==> src/rtl/alu_defs.sv <==
// alu_defs: shared definitions for the sequential ALU and the control unit.
//   - ALUOP encodings (3-bit SELECT values)
//   - FSM state encodings for alu_seq
//   - is_shift(): true for the three iterative shift opcodes
// Optional feature macro (used by the including files): ALU_SEQ_MUL_EN.
package alu_defs;

  localparam logic [2:0] ALU_FWD = 3'b000;
  localparam logic [2:0] ALU_ADD = 3'b001;
  localparam logic [2:0] ALU_AND = 3'b010;
  localparam logic [2:0] ALU_OR  = 3'b011;
  localparam logic [2:0] ALU_SLL = 3'b100;
  localparam logic [2:0] ALU_SRL = 3'b101;
  localparam logic [2:0] ALU_SRA = 3'b110;
  localparam logic [2:0] ALU_MUL = 3'b111;

  typedef enum logic [1:0] {
    S_IDLE = 2'd0,
    S_EXEC = 2'd1,
    S_FIN  = 2'd2
  } state_t;

  function automatic logic is_shift(input logic [2:0] op);
    return (op == ALU_SLL) || (op == ALU_SRL) || (op == ALU_SRA);
  endfunction

endpackage

==> src/rtl/alu_iter_unit.sv <==
// alu_iter_unit: captured operands, iteration counter and the
// shift / shift-add multiply datapath of alu_seq.
// Optional feature macro: ALU_SEQ_MUL_EN (adds the multiply accumulator).
// Ports:
//   i_clk, i_rst   clock, asynchronous active-high reset
//   i_load         capture i_op/i_data1/i_data2 and preset the counter
//   i_step         advance one iteration (asserted every EXEC cycle)
//   i_op           ALUOP to capture
//   i_data1        operand 1
//   i_data2        operand 2 / shift amount
//   o_last         current EXEC cycle is the final one
//   o_reserved     captured op is a reserved opcode
//   o_result       value the op produces at the end of this cycle
module alu_iter_unit
  import alu_defs::*;
#(
  parameter int DATA_W  = 8,
  parameter int SHAMT_W = 3
) (
  input  logic              i_clk,
  input  logic              i_rst,
  input  logic              i_load,
  input  logic              i_step,
  input  logic [2:0]        i_op,
  input  logic [DATA_W-1:0] i_data1,
  input  logic [DATA_W-1:0] i_data2,
  output logic              o_last,
  output logic              o_reserved,
  output logic [DATA_W-1:0] o_result
);

  // Counter must hold DATA_W for the multiply, not just a shift amount.
  localparam int CNT_W = $clog2(DATA_W + 1);
  localparam logic [CNT_W-1:0] CNT_ONE = CNT_W'(1);

  logic [2:0]        r_op;
  logic [DATA_W-1:0] r_a;
  logic [DATA_W-1:0] r_b;
  logic [CNT_W-1:0]  r_cnt;
  logic [DATA_W-1:0] w_shift1;
  logic [CNT_W-1:0]  w_cnt_init;

  always_comb begin
    w_shift1 = r_a;
    case (r_op)
      ALU_SLL: w_shift1 = {r_a[DATA_W-2:0], 1'b0};
      ALU_SRL: w_shift1 = {1'b0, r_a[DATA_W-1:1]};
      ALU_SRA: w_shift1 = {r_a[DATA_W-1], r_a[DATA_W-1:1]};
      default: w_shift1 = r_a;
    endcase
  end

`ifdef ALU_SEQ_MUL_EN
  // Shift-add multiply: r_a is the multiplicand moving left, r_b the
  // multiplier moving right; each step adds r_a when r_b's LSB is set.
  logic [DATA_W-1:0] r_acc;
  logic [DATA_W-1:0] w_acc_next;

  assign w_acc_next = r_acc + (r_b[0] ? r_a : '0);
  assign o_reserved = 1'b0;
`else
  assign o_reserved = (r_op == ALU_MUL);
`endif

  always_comb begin
    w_cnt_init = '0;
    if (is_shift(i_op)) begin
      w_cnt_init = CNT_W'(i_data2[SHAMT_W-1:0]);
    end
`ifdef ALU_SEQ_MUL_EN
    else if (i_op == ALU_MUL) begin
      w_cnt_init = CNT_W'(DATA_W);
    end
`endif
  end

  always_ff @(posedge i_clk or posedge i_rst) begin
    if (i_rst) begin
      r_op  <= ALU_FWD;
      r_a   <= '0;
      r_b   <= '0;
      r_cnt <= '0;
`ifdef ALU_SEQ_MUL_EN
      r_acc <= '0;
`endif
    end else if (i_load) begin
      r_op  <= i_op;
      r_a   <= i_data1;
      r_b   <= i_data2;
      r_cnt <= w_cnt_init;
`ifdef ALU_SEQ_MUL_EN
      r_acc <= '0;
`endif
    end else if (i_step) begin
      if (is_shift(r_op) && (r_cnt != '0)) begin
        r_a   <= w_shift1;
        r_cnt <= r_cnt - CNT_ONE;
      end
`ifdef ALU_SEQ_MUL_EN
      else if ((r_op == ALU_MUL) && (r_cnt != '0)) begin
        r_acc <= w_acc_next;
        r_a   <= {r_a[DATA_W-2:0], 1'b0};
        r_b   <= {1'b0, r_b[DATA_W-1:1]};
        r_cnt <= r_cnt - CNT_ONE;
      end
`endif
    end
  end

  // k=0 shifts and all single-cycle ops finish in their first EXEC cycle.
  always_comb begin
    o_last = 1'b1;
    if (is_shift(r_op)) begin
      o_last = (r_cnt <= CNT_ONE);
    end
`ifdef ALU_SEQ_MUL_EN
    else if (r_op == ALU_MUL) begin
      o_last = (r_cnt == CNT_ONE);
    end
`endif
  end

  always_comb begin
    o_result = r_a;
    case (r_op)
      ALU_FWD: o_result = r_b;
      ALU_ADD: o_result = r_a + r_b;
      ALU_AND: o_result = r_a & r_b;
      ALU_OR:  o_result = r_a | r_b;
      ALU_SLL,
      ALU_SRL,
      ALU_SRA: o_result = (r_cnt == '0) ? r_a : w_shift1;
`ifdef ALU_SEQ_MUL_EN
      ALU_MUL: o_result = w_acc_next;
`endif
      default: o_result = r_a;
    endcase
  end

endmodule

==> src/rtl/alu_seq.sv <==
// alu_seq: clocked ALU with START/DONE handshake. Single-cycle ops
// (FORWARD/ADD/AND/OR) and iterative shifts, plus optional multiply.
// Optional feature macro: ALU_SEQ_MUL_EN (SELECT=111 multiply; reserved otherwise).
// Ports:
//   CLK     clock
//   RESET   asynchronous active-high reset
//   START   request, sampled only in IDLE
//   SELECT  ALUOP, captured with START
//   DATA1   operand 1, captured with START
//   DATA2   operand 2 / shift amount, captured with START
//   RESULT  registered result, updated only at the edge raising DONE
//   ZERO    registered (RESULT == 0)
//   BUSY    high in EXEC and FIN
//   DONE    one-cycle completion pulse
//   ERR     pulses with DONE for a reserved SELECT
module alu_seq
  import alu_defs::*;
#(
  parameter int DATA_W = 8
) (
  input  logic              CLK,
  input  logic              RESET,
  input  logic              START,
  input  logic [2:0]        SELECT,
  input  logic [DATA_W-1:0] DATA1,
  input  logic [DATA_W-1:0] DATA2,
  output logic [DATA_W-1:0] RESULT,
  output logic              ZERO,
  output logic              BUSY,
  output logic              DONE,
  output logic              ERR
);

  localparam int SHAMT_W = $clog2(DATA_W);

  state_t            r_state;
  state_t            w_state_next;
  logic              w_load;
  logic              w_step;
  logic              w_last;
  logic              w_reserved;
  logic [DATA_W-1:0] w_res;
  logic [DATA_W-1:0] r_result;
  logic              r_zero;
  logic              r_err;

  assign w_load = (r_state == S_IDLE) && START;
  assign w_step = (r_state == S_EXEC);

  alu_iter_unit #(
    .DATA_W  (DATA_W),
    .SHAMT_W (SHAMT_W)
  ) u_iter (
    .i_clk      (CLK),
    .i_rst      (RESET),
    .i_load     (w_load),
    .i_step     (w_step),
    .i_op       (SELECT),
    .i_data1    (DATA1),
    .i_data2    (DATA2),
    .o_last     (w_last),
    .o_reserved (w_reserved),
    .o_result   (w_res)
  );

  always_ff @(posedge CLK or posedge RESET) begin
    if (RESET) begin
      r_state <= S_IDLE;
    end else begin
      r_state <= w_state_next;
    end
  end

  always_comb begin
    w_state_next = r_state;
    case (r_state)
      S_IDLE:  if (START) w_state_next = S_EXEC;
      S_EXEC:  if (w_last) w_state_next = S_FIN;
      S_FIN:   w_state_next = S_IDLE;
      default: w_state_next = S_IDLE;
    endcase
  end

  // Result/flags load on the EXEC->FIN edge so they appear with DONE;
  // a reserved op leaves RESULT/ZERO untouched.
  always_ff @(posedge CLK or posedge RESET) begin
    if (RESET) begin
      r_result <= '0;
      r_zero   <= 1'b1;
      r_err    <= 1'b0;
    end else begin
      r_err <= 1'b0;
      if ((r_state == S_EXEC) && w_last) begin
        if (w_reserved) begin
          r_err <= 1'b1;
        end else begin
          r_result <= w_res;
          r_zero   <= (w_res == '0);
        end
      end
    end
  end

  assign RESULT = r_result;
  assign ZERO   = r_zero;
  assign ERR    = r_err;
  assign DONE   = (r_state == S_FIN);
  assign BUSY   = (r_state != S_IDLE);

endmodule

==> config.mk <==
export PLATFORM = sky130hd
export DESIGN_NAME = alu_seq
export DESIGN_NICKNAME = d
export VERILOG_FILES = /design/src/rtl/alu_defs.sv /design/src/rtl/alu_iter_unit.sv /design/src/rtl/alu_seq.sv
export SDC_FILE = /design/constraint.sdc
export NUM_CORES = 1
export LEC_CHECK = 0
export CAP_MARGIN = 30
export CORE_MARGIN = 8
export CORE_UTILIZATION = 40
export CTS_CLUSTER_DIAMETER = 80
export DETAILED_ROUTE_END_ITERATION = 12
export GPL_TIMING_DRIVEN = 1
export SLEW_MARGIN = 15
export SYNTH_ARGS = -nofsm -noshare
export SYNTH_HDL_FRONTEND = slang
export SYNTH_SLANG_ARGS = --single-unit
==> constraint.sdc <==
create_clock -name CLK -period 2.7 [get_ports CLK]
set_input_delay 0.54 -clock CLK [delete_from_list [all_inputs] [get_ports CLK]]
set_output_delay 0.54 -clock CLK [all_outputs]
set_load 0.02 [all_outputs]
# --- Word level (Yosys, flattened, before mapping) ---
# Cells that the tools add are included.
# W data, S select, Z words.
totals:
  regBits: 35
  input_bits: 22
  output_inout_bits: 12
  elab_cells: 63
op_classes:
  n_addsub: 2
  n_lt_le_gt_ge: 1
  eq_ne: 14
  mux: 16
  bitwise_logic: 3
  n_reduce_logical: 19
op_table:
  columns: ["operator", "count"]
  rows:
  - ["$pmux W8 S5", 1]
  - ["$mux W8", 4]
  - ["$pmux W8 S3", 1]
  - ["$eq A3 B3 Y1 const B", 7]
  - ["$mux W4", 3]
  - ["$add A8 B8 Y8", 1]
  - ["$and A8 B8 Y8", 1]
  - ["$logic_not A8 Y1", 1]
  - ["$or A8 B8 Y8", 1]
  - ["$eq A3 B2 Y1 const B", 2]
  - ["$reduce_and A2 Y1", 3]
  - ["$reduce_bool A2 Y1", 3]
  - ["$le A4 B1 Y1 const B", 1]
  - ["$logic_not A4 Y1", 1]
  - ["$logic_or A1 B1 Y1", 4]
  - ["$mux W2", 2]
  - ["$ne A2 B2 Y1 const B", 2]
  - ["$pmux W2 S2", 1]
  - ["$reduce_bool A4 Y1", 1]
  - ["$sub A4 B1 Y4 const B", 1]
  - ["$eq A3 B1 Y1 const B", 1]
  - ["$logic_and A1 B1 Y1", 3]
  - ["$logic_not A3 Y1", 1]
  - ["$mux W1", 3]
  - ["other kinds (6)", 6]

# --- Logic depth before layout (Yosys ltp) ---
depth:
  word_depth: 7
  depth_mapped: 9
  ltp_nobuf: 8

# --- Cells and area by module ---
# A second synthesis with hierarchy kept.
hier_totals:
  hier_cells: 301
  area_unflattened_um2: 2641.3
modules_own_cells:
  columns: ["mod", "n_inst", "cells_per_inst", "area_per_inst_um2", "seq_area_each_um2"]
  rows:
  - ["alu_iter_unit", 1, 264, 2110.8, 575.6]
  - ["alu_seq", 1, 37, 530.5, 301.5]

# --- Worst setup path after synthesis ---
# No wires, ideal clock.
synth_path:
  kind: "register to register"
  start: "register u_iter.r_cnt[0]"
  end: "register r_zero (netlist: ZERO)"
  setup_time_ns: 0.079
  arrival_ns: 1.945
  setup_slack_ns: 0.676
  stages_incl_launch_ff: 9
  synth_period_minus_slack_ns: 2.024
  path_cell_list: "dfrtp_1 -> inv_1 -> ha_1 -> or3b_1 -> buf_2 -> or3_1 -> a31oi_1 -> a2111oi_2 -> a22o_1"
synth_between:
  elab_chain_cells: 4
synth_rtl:
  columns: ["item", "line_no", "source"]
  rows:
  - ["from (decl)", "alu_iter_unit.sv:39", "logic [CNT_W-1:0] r_cnt;"]
  - ["from (signal assigned)", "alu_iter_unit.sv:90", "r_cnt <= w_cnt_init;"]
  - ["from (signal assigned)", "alu_iter_unit.sv:97", "r_cnt <= r_cnt - CNT_ONE;"]
  - ["$logic_not A4 Y1 / $le A4 B1 Y1 (equally long branches)", "alu_iter_unit.sv:132, alu_iter_unit.sv:114", null]
  - ["$mux W8 / $mux W1 (equally long branches)", "alu_iter_unit.sv:132, alu_iter_unit.sv:113", null]
  - ["$pmux W8 S5 / $logic_and A1 B1 Y1 (equally long branches)", "alu_iter_unit.sv:125, alu_seq.sv:93", null]
  - ["$logic_not A8 Y1 / $reduce_and A2 Y1 (equally long branches)", null, null]
  - ["to (signal assigned)", "alu_seq.sv:98", "r_zero <= (w_res == '0);"]
  - ["to (decl)", "alu_seq.sv:44", "logic r_zero;"]
# Several ways; a longest one is shown, not always the timed one.
# A chain may end at the register's enable or synchronous reset.

# --- Worst setup path in the final report ---
layout_path:
  start: "register u_iter.r_a[0]"
  end: "register r_zero (netlist: ZERO)"
layout_between:
  elab_chain_cells: 4
layout_rtl:
  columns: ["item", "line_no", "source"]
  rows:
  - ["from (decl)", "alu_iter_unit.sv:37", "logic [DATA_W-1:0] r_a;"]
  - ["from (signal assigned)", "alu_iter_unit.sv:88", "r_a <= i_data1;"]
  - ["from (signal assigned)", "alu_iter_unit.sv:96", "r_a <= w_shift1;"]
  - ["parallel branches: the longest is 2 deep, another holds $add A8 B8 Y8", null, null]
  - ["$pmux W8 S5 (*)", "alu_iter_unit.sv:125", "case (r_op)"]
  - ["$logic_not A8 Y1 (*)", "alu_seq.sv:98", null]
# Every way passes the cells marked *.

==> flow_summary.yaml <==
grt:
  antenna_found_initial: 0
  grt.total_usage_pct: 15.3
  grt-ovfl-total: 0
  grt_pass1_vias: 2319
  grt_max_degree: 36
  grt_first_pass_wirelength_mm: 12.1
clock_network:
  clkSlewWorstSetupHoldPaths_ps: 70
  post_cts_buffers: 0
  worst_skew_pair.late_latency_ps: 290
  cts_buffer_depth: 2
  cts.repair.resized: 0
  cts_tree: "done"
  cts_buffers: 5
  ctsHtreeMaxLevel: 2
  clkSinkCount: 35
  cts_hold_buf: 0
  cts_root_buf: "clkbuf_8"
synth:
  syn_nets: 356
  ys_ff_latch: 35
  synth_top_area_share_pct: 32.2
  ys_warn_count: 0
  synth_area_sq_mm: 0.00264
  synthFlopType: "dfrtp_1"
  async_reset_ff_share_pct: 100
  synth_common_cells: "34 x dfrtp_1, 34 x nand2_1, 32 x o21ai_0, 31 x nor2_1, 25 x inv_1"
  synth_cell_type_count: 55
  synth_edf_count: 0
  synth_top_area_cell: "dfrtp_1"
  synth-seq-area-share_pct: 33.2
  synthTopCellsByArea: "dfrtp_1 32%, ha_1 8.5%, mux2i_1 6.4%, o21ai_0 6.1%, nand2_1 4.8%"
  synth_area_per_cell_sq_um: 8.38
  synth_cells: 315
worst_setup_path:
  r2r_end: "ZERO"
  start_kind: "flip-flop"
  reg2reg_from: "u_iter.r_a[0]"
  cp_max_fo: 4
  critPathSlowestCell: "fa_1"
  arrival_ps: 2490
  r2r_slack_ps: 440
  max_stage_delay_ps: 420
  cp.required_ps: 2930
  endpoint_kind: "flip-flop"
  r2r_cells: 8
  cp_cell_sequence: "ha_1, fa_1, a211oi_1, nor3b_1, mux2i_1, nand3_1, a2111oi_2, a22o_1"
  path_class: "reg2reg"
place:
  place_area_sq_mm: 0.00308
  dp.cells: 423
  port_buffers: 33
  dpl.hpwl_mm: 5.36
  place_congestion: 0.860
routing:
  drc: 0
  post_drt_wl_per_cell_um: 16.3
  via_count: 2376
  drt_wl_total_mm: 6.99
  drt_iter0_markers: 208
  dr.pass1.iters: 4
  vias_per_cell: 5.53
  detail-route-antenna-nets: 0
final_layout:
  finalInstanceArea_sq_mm: 0.00317
  layout.cells.non_filler: 430
  area_growth_pct: 20.1
  drive_gt1_share_pct: 8.22
  diodes: 0
  fin_nets: 394
pwr:
  p_per_area_mw_per_mm2: 1380
  leakage_nw: 1.40
  irDropWorstVdd_v: 0.000484
  power_mw: 4.36
hold_path:
  min_path_cells: 2
  min_path_type: "reg2reg"
  hp-start: "RESULT[7]"
  holdPathEnd: "RESULT[7]"
floorplan:
  die_x_um: 97.2
  die_area_sq_mm: 0.00945
  die_y_um: 97.2
  num_rows: 29
  coreArea_sq_mm: 0.00635
  initial_core_util_pct: 41.6
  top_level_ports: 34
sta:
  finalSetupViolations: 0
  tightest_slew_ps: 814
  rsz0062_at_grt: "no"
  hold_violations: 0
  setup_tns_ps: 0
  final.period_utilization_pct: 83.6
  max_freq_mhz: 443
  finalCriticalPeriod_ps: 2260
  slew_violations: 0
  worst_clock_skew_ps: 5.14
  relSlewSlack_pct: 45.3
status:
  status: "completed"
job:
  maxCapViolCount: 0
-- per-layer routing --
layer	vias to the layer above	part of all wire (%)	track usage [%]
li1	1185	-	-
met3	7	4.1	2.92
met5	-	0	0
met4	0	1.1	3.73
met1	1137	49	20.6
met2	47	46	24.2
-- registers in the layout (all words and copies together), names as in the netlist --
register	flops
ERR	1
RESULT	8
ZERO	1
r_state	2
u_iter.r_a	8
u_iter.r_b	8
u_iter.r_cnt	4
u_iter.r_op	3
-- worst max path at each step --
stage	endpoint	slack, ps	startpoint	cells past startpoint
6_report	ZERO	440	u_iter.r_a[0]	8
5_1_grt	ZERO	260	u_iter.r_a[6]	8
4_1_cts	ZERO	450	u_iter.r_b[0]	8
3_5_place_dp	ZERO	460	u_iter.r_b[0]	8
3_3_place_gp	ZERO	450	u_iter.r_a[0]	8
2_1_floorplan	ZERO	680	u_iter.r_cnt[0]	8
-- logic make-up (layout without fill, tap and decap cells) --
group / count (synthesis) / count (layout) / share of synthesized area [%]
flip-flops: 35 / 35 / 33.2
XOR/XNOR: 7 / 7 / 2.32
buffers and inverters: 41 / 79 / 6.97
AO/OA/AOI/OAI: 87 / 87 / 20.8
AND/OR/NAND/NOR: 106 / 106 / 19.7
adder cells (fa/ha/maj): 19 / 19 / 9.29
multiplexers: 20 / 20 / 7.73
-- cells in the final DEF, fill, tap and decap left out, types with 3 or more instances in the layout --
| cell type | count |
|---|---|
| nand2_1 | 34 |
| nor2b_1 | 3 |
| clkbuf_8 | 6 |
| dfrtp_1 | 34 |
| a211oi_1 | 7 |
| nor3b_1 | 4 |
| or3b_1 | 3 |
| o21ai_0 | 32 |
| nand2b_1 | 3 |
| inv_1 | 25 |
| nor2_1 | 31 |
| ha_1 | 18 |
| xor2_1 | 5 |
| a21oi_1 | 15 |
| nor3_1 | 7 |
| a22oi_1 | 3 |
| nand3_1 | 4 |
| buf_4 | 14 |
| and2_1 | 3 |
| mux2_2 | 3 |
| a31oi_1 | 4 |
| clkdlybuf4s50_1 | 33 |
| o22ai_1 | 8 |
| a21o_1 | 3 |
| mux2i_1 | 17 |
-- area by class of cell --
cell class                      instances  area [sq um]
Clock buffer                            6          82.6
Fill cell                             634          3180
Sequential cell                        35           877
Timing Repair Buffer                   47           435
Inverter                               25          93.8
Tap cell                               77          96.3
Multi-Input combinational cell        239          1580
Clock inverter                          1          5.00
-- critical path: cells and delay by family (launching register included) --
kind | cells | cell delay [ps]
AOI/OAI and AO/OA | 3 | 690
adders and majority gates | 2 | 670
DFF | 1 | 410
muxes | 1 | 180
and+or+nand+nor | 2 | 260
-- stage by stage --
| step | worst slack [ps] | utilization [%] | hold WS (ps) |
|---|---|---|---|
| 5_1_grt | 260 | 49.9 | 536 |
| 3_3_place_gp | 454 | 48.5 | 469 |
| 2_1_floorplan | 676 | - | 446 |
| 3_5_place_dp | 460 | 48.5 | 471 |
| 6_report | 442 | 49.9 | 483 |
| 4_1_cts | 446 | 49.9 | 488 |
-- report_power, final --
group,switching (mW),internal (mW)
sequential,0.325,0.780
combinational,1.62,1.25
clock,0.190,0.200
Power figures use the tool's default switching activity.
